File: src/rtl/spi_pkg.sv
// Shared types and frame constants for the SPI ROM master.
package spi_pkg;

  typedef enum logic [2:0] {
    ST_INIT,
    ST_IDLE,
    ST_SETUP,
    ST_SHIFT,
    ST_FLUSH,
    ST_DONE
  } spi_mst_state_t;

  // Frame layout as seen by the sck-domain ROM slave, in rising-edge numbers.
  localparam logic [4:0] SPI_DUMMY_EDGES     = 5'd1;
  localparam logic [4:0] SPI_ADDR_BITS       = 5'd5;
  localparam logic [4:0] SPI_FIRST_DATA_EDGE = 5'd9;
  localparam logic [4:0] SPI_FRAME_EDGES     = 5'd24;

endpackage

File: src/rtl/spi_sck_gen.sv
// Phase timer for the serial clock: marks the last clk cycle of each
// CLK_DIV-long sck phase and reports whether that boundary is a rise or a fall.
module spi_sck_gen #(
  parameter int CLK_DIV = 4
) (
  input  logic clk,
  input  logic rst_n,
  input  logic en,
  input  logic sck_level,
  output logic rise,
  output logic fall
);

  localparam int PW = $clog2(CLK_DIV + 1);
  localparam logic [PW-1:0] PHASE_LAST = PW'(CLK_DIV - 1);

  logic [PW-1:0] phase_cnt;
  logic          phase_end;

  assign phase_end = en && (phase_cnt == PHASE_LAST);
  assign rise      = phase_end && !sck_level;
  assign fall      = phase_end && sck_level;

  // Count clk cycles within the current phase; restart at each phase boundary or when idle.
  always_ff @(posedge clk or negedge rst_n) begin
    if (!rst_n) begin
      phase_cnt <= '0;
    end else if (!en || phase_end) begin
      phase_cnt <= '0;
    end else begin
      phase_cnt <= phase_cnt + PW'(1);
    end
  end

endmodule

File: src/rtl/spi_rom_master.sv
// SPI mode-0 master issuing single-word read frames to the sck-domain ROM slave.
// Every frame ends with one sck rising edge while cs_n is high, which is the only
// way the slave's bit counter is reset; the same flush runs once after reset.
module spi_rom_master
  import spi_pkg::*;
#(
  parameter int CLK_DIV = 4,
  parameter int ADDR_W  = 5,
  parameter int DATA_W  = 16
) (
  input  logic              clk,
  input  logic              rst_n,
  input  logic              req_valid,
  input  logic [ADDR_W-1:0] req_addr,
  output logic              req_ready,
  output logic              rsp_valid,
  output logic [DATA_W-1:0] rsp_data,
  output logic              spi_sck,
  output logic              spi_cs_n,
  output logic              spi_mosi,
  input  logic              spi_miso
);

  spi_mst_state_t    state;
  logic [4:0]        edge_cnt;
  logic [ADDR_W-1:0] addr_sh;
  logic [DATA_W-1:0] data_sh;
  logic              gen_en;
  logic              rise;
  logic              fall;

  assign req_ready = (state == ST_IDLE);

  // The phase timer only runs while sck is being generated.
  always_comb begin
    gen_en = 1'b0;
    case (state)
      ST_INIT, ST_SETUP, ST_SHIFT, ST_FLUSH: gen_en = 1'b1;
      default:                               gen_en = 1'b0;
    endcase
  end

  spi_sck_gen #(
    .CLK_DIV(CLK_DIV)
  ) u_sck_gen (
    .clk       (clk),
    .rst_n     (rst_n),
    .en        (gen_en),
    .sck_level (spi_sck),
    .rise      (rise),
    .fall      (fall)
  );

  // Frame sequencer: drives sck/cs_n/mosi, counts rising edges, captures miso.
  always_ff @(posedge clk or negedge rst_n) begin
    if (!rst_n) begin
      state     <= ST_INIT;
      spi_sck   <= 1'b0;
      spi_cs_n  <= 1'b1;
      spi_mosi  <= 1'b0;
      rsp_valid <= 1'b0;
      rsp_data  <= '0;
      edge_cnt  <= '0;
      addr_sh   <= '0;
      data_sh   <= '0;
    end else begin
      rsp_valid <= 1'b0;
      case (state)
        // Flush: low, one rising edge with cs_n high, high, low, then move on.
        // edge_cnt marks whether the single flush edge has already been made.
        ST_INIT, ST_FLUSH: begin
          if (rise) begin
            if (edge_cnt == 5'd0) begin
              spi_sck  <= 1'b1;
              edge_cnt <= 5'd1;
            end else begin
              edge_cnt <= 5'd0;
              state    <= (state == ST_INIT) ? ST_IDLE : ST_DONE;
            end
          end else if (fall) begin
            spi_sck <= 1'b0;
          end
        end

        ST_IDLE: begin
          if (req_valid) begin
            addr_sh  <= req_addr;
            spi_cs_n <= 1'b0;
            state    <= ST_SETUP;
          end
        end

        // End of the setup low phase produces rising edge 1 (the slave's dummy edge).
        ST_SETUP: begin
          if (rise) begin
            spi_sck  <= 1'b1;
            edge_cnt <= 5'd1;
            state    <= ST_SHIFT;
          end
        end

        ST_SHIFT: begin
          if (rise) begin
            if (edge_cnt == SPI_FRAME_EDGES) begin
              // Last low phase is over: release the slave and flush it.
              spi_cs_n <= 1'b1;
              edge_cnt <= 5'd0;
              state    <= ST_FLUSH;
            end else begin
              spi_sck  <= 1'b1;
              edge_cnt <= edge_cnt + 5'd1;
              // miso still holds the bit the slave presented during the low phase.
              if ((edge_cnt + 5'd1) >= SPI_FIRST_DATA_EDGE) begin
                data_sh <= {data_sh[DATA_W-2:0], spi_miso};
              end
            end
          end else if (fall) begin
            spi_sck <= 1'b0;
            // Address bits go out in the low phases ahead of edges 2..6.
            if ((edge_cnt >= SPI_DUMMY_EDGES) &&
                (edge_cnt < (SPI_DUMMY_EDGES + SPI_ADDR_BITS))) begin
              spi_mosi <= addr_sh[ADDR_W-1];
              addr_sh  <= {addr_sh[ADDR_W-2:0], 1'b0};
            end else begin
              spi_mosi <= 1'b0;
            end
          end
        end

        ST_DONE: begin
          rsp_valid <= 1'b1;
          rsp_data  <= data_sh;
          state     <= ST_IDLE;
        end

        default: state <= ST_INIT;
      endcase
    end
  end

endmodule

File: config.mk
export PLATFORM = sky130hd
export DESIGN_NAME = spi_rom_master
export DESIGN_NICKNAME = d
export VERILOG_FILES = /design/src/rtl/spi_pkg.sv /design/src/rtl/spi_sck_gen.sv /design/src/rtl/spi_rom_master.sv
export SDC_FILE = /design/constraint.sdc
export NUM_CORES = 1
export LEC_CHECK = 0
export ABC_AREA = 1
export BUFFER_PORTS_ARGS = -buffer_cell sky130_fd_sc_hd__buf_4
export CAP_MARGIN = 5
export CELL_PAD_IN_SITES_DETAIL_PLACEMENT = 1
export CELL_PAD_IN_SITES_GLOBAL_PLACEMENT = 2
export CORE_AREA = 2 2 95 97
export CTS_CLUSTER_SIZE = 40
export DETAILED_ROUTE_END_ITERATION = 12
export DIE_AREA = 0 0 97 99
export PLACE_DENSITY = 0.76
export SLEW_MARGIN = 20
export SYNTH_ARGS = -nofsm -noshare
export SYNTH_HDL_FRONTEND = slang
export SYNTH_SLANG_ARGS = --single-unit
File: constraint.sdc
create_clock -name clk -period 4.9 [get_ports clk]
set_input_delay 0.245 -clock clk [delete_from_list [all_inputs] [get_ports clk]]
set_output_delay 0.245 -clock clk [all_outputs]
set_load 0.005 [all_outputs]
==> parameters.txt <==
Parameter                              Value

CTS
  Later-pin clock latency in the skew report    320 ps
  Clk slew on worst S/H paths    110 ps
  Master cell of the clock root buffer    sky130_fd_sc_hd__clkbuf_8
  Maximum clock path buffer count    2
  Total clock buffers created by CTS    5
  TritonCTS clock tree    built
  H-Tree Depth    2
  Total clock sinks    52
  Setup fix buffers added after clock tree synthesis    0

Finish
  Diode count    0
  Synth-to-Final Area Change    15.7%
  Leading cell types in the layout, fill and taps excluded    139 x sky130_fd_sc_hd__nand2_1, 51 x sky130_fd_sc_hd__dfrtp_1, 33 x sky130_fd_sc_hd__nand3_1
  Count of fill cells added during filler insertion    1032
  End-of-flow core utilization    0.342
  Most common cell after layout, fill and taps aside    sky130_fd_sc_hd__nand2_1
  Final std cells w/o fill    450
  Count of nets after finishing    358
  Fraction of layout instances using a drive strength above 1    0.155

Worst setup path
  R2r endpoint    data_sh[12]
  Critical Path RT    5100 ps
  Type of destination of the critical path    register
  Depth of the worst register-to-register path    9
  Reg2Reg Setup Slack    2530 ps
  Worst-path fanout max    20
  Stage delay of the slowest cell on the critical path    440 ps
  Critical R2R Launch    state[1]
  CP Launch Type    register
  Worst path cell trace    nor2_1 > nor2_1 > nor2_1 > ha_1 > inv_1 > nor2_4 > nand2_4 > nand2_1 > nand2_1
  Slowest library cell on the worst path    sky130_fd_sc_hd__nor2_4
  Critical setup path kind    reg2reg
  Worst path most repeated cell    sky130_fd_sc_hd__nor2_1
  Arrival time reported for the critical path endpoint    2570 ps

Synthesis
  Syn Inst Count    311
  Count of cell types in the netlist    28
  Mean area per synthesized cell    8.11 sq um
  Area share of the largest cell type after synthesis    0.506
  Area fraction in compound gates after synthesis    0.0332
  Synth warn    0
  Multiplexer share of the synthesized area    0
  Sequential element share of the synthesized area    0.516
  Adder-cell area share of the yosys netlist    0.0397
  Xor-xnor portion of the synthesized cell area    0
  Leading post-synthesis cells by cell area    sky130_fd_sc_hd__dfrtp_1 51%, sky130_fd_sc_hd__nand2_1 21%, sky130_fd_sc_hd__nand3_1 6.5%
  Total of flip-flops plus latches after synthesis    52
  Post-Syn Area    2520 sq um
  Cell accounting for the most synthesized area    sky130_fd_sc_hd__dfrtp_1
  Main combinational cell family by area after synthesis    simple AND/OR/NAND/NOR gates
  Simple-gate share of the synthesized area    0.349
  Post-Syn Nets    328

Timing
  Setup Skew    15.1 ps
  Final setup vio count    0
  Max-slew violation count    0
  Slew @ Worst Pin    684 ps
  Post-route setup TNS    0 ps
  Setup repair after global routing missed its margin    false
  Share of the clock period used by the worst path    0.483
  Number of hold violations in the final report    0
  Post-route worst setup slack    2530 ps
  Normalized max-slew margin    0.544
  Min Tclk post-route    2370 ps
  Highest Clock Rate    423 MHz

Global routing
  Total grt overflow    0
  Pin count of the biggest net entering global routing    53
  Number of antenna violations at the first check in global routing    0
  Total global-route track usage    0.124
  Vias in the first global route    2074
  First-pass GRT wire length    9800 microns

Pwr
  Leak pwr    0.00163 uW
  Power Density    398 nW/um^2
  Post-route total power    1160 uW
  Worst VDD drop    0.000155 V

Routing
  Number of iterations in the first detailed-routing pass    4
  Post-DRT Antenna Nets    0
  Detailed-route wire length per cell    12.4 microns
  Wire length reported by the detailed router    5600 microns
  Starting DRC count in detailed routing    38
  Via count    2025
  DRC violations left    0
  Detail-routed via count per cell    4.50

Die
  Die height    99 microns
  Area of the placeable core    8550 sq um
  Starting density of the core    0.295
  Floorplan die area    9600 sq um
  Die extent in x    97 microns
  I/O pins    30
  Floorplan row count    34

Run status
  Result of the run    finished, final reports clean

Run
  Max capacitance violation total    0

Placed design
  Final GP Congestion    0.747
  Dpl hpwl    3990 microns
  Worst slack at placement    2510 ps
  Count of buffers from port buffering    29
  Cells after DPL    441

Worst hold path
  Hold Path Origin    spi_miso
  Instance count along the most critical hold path    3
  Type of the tightest min-delay check    in2reg
  Hold Path Sink    data_sh[0]
## cell type report
| type | instances | area [sq um] | area share |
|---|---|---|---|
| clock inverters | 3 | 25.0 | 0.00857 |
| inverters | 26 | 97.6 | 0.0334 |
| repair buffers | 30 | 228 | 0.0780 |
| multi-input cells | 226 | 1060 | 0.364 |
| flip-flops and latches | 52 | 1300 | 0.446 |
| clock buffers | 5 | 68.8 | 0.0236 |
| well taps | 108 | 135 | 0.0463 |
## where the power goes
| part | total, uW | switching (uW) | internal [uW] |
|---|---|---|---|
| logic | 361 | 235 | 126 |
| clock network | 267 | 162 | 105 |
| registers | 533 | 47.1 | 486 |
| total | 1160 | 444 | 717 |
## worst max path at each step
stage,from,endpoint,cells past startpoint
finish,state[1],data_sh[12],9
global route,state[1],data_sh[12],9
CTS,state[1],data_sh[12],9
detailed placement,state[1],data_sh[12],9
global placement,state[1],data_sh[0],9
floorplan,state[1],addr_sh[0],10
## logic make-up after synthesis
family,count (synthesis)
flops,52
buf+inv,33
compound gates,14
simple gates,204
fa+ha+maj,8
## critical path, delay by kind of cell, from the launching register on
| family | cells | cell delay (ps) |
|---|---|---|
| adders and majority gates | 1 | 210 |
| buffers and inverters | 1 | 150 |
| DFF | 1 | 430 |
| and+or+nand+nor | 7 | 1470 |
## per-layer routing
metal	wire length [microns]	GRT usage	share of wire	vias to the layer above
met5	0	0	0	-
met4	53	0.0260	0.0095	0
met3	180	0.0262	0.032	5
met2	2700	0.222	0.48	27
met1	2670	0.154	0.48	963
li1	-	-	-	1030
## state kept, by name, summed over array words and instances, names as in the netlist
| register | flops |
|---|---|
| data_sh | 16 |
| rsp_data | 16 |
| addr_sh | 5 |
| edge_cnt | 5 |
| state | 3 |
| u_sck_gen.phase_cnt | 3 |
| rsp_valid | 1 |
| spi_cs_n | 1 |
| spi_mosi | 1 |
| spi_sck | 1 |
## timing repair
action / in CTS / in global routing
gates resized for setup: 0 / 0
endpoints found under the hold margin: 41 / 0
hold buffers: 1 / 0
## synthesized netlist by cell type, drive strengths merged
cell and number:
nand2 143, o2bb2ai 1, o21ai 8, o21a 1, buf 7, dfstp 1
inv 26, o22ai 1, nand4 4, or2 1, a21oi 2, nand3 33
ha 8, nor2 23, dfrtp 51, o31ai 1
## per-stage QoR
stage	hold slack, ps	instance area, sq um
finish	167	2920
global route	171	2920
CTS	166	2920
floorplan	-50.6	2520
detailed placement	342	2820
global placement	336	2820
No activity file was read; power rests on OpenSTA's default activity.
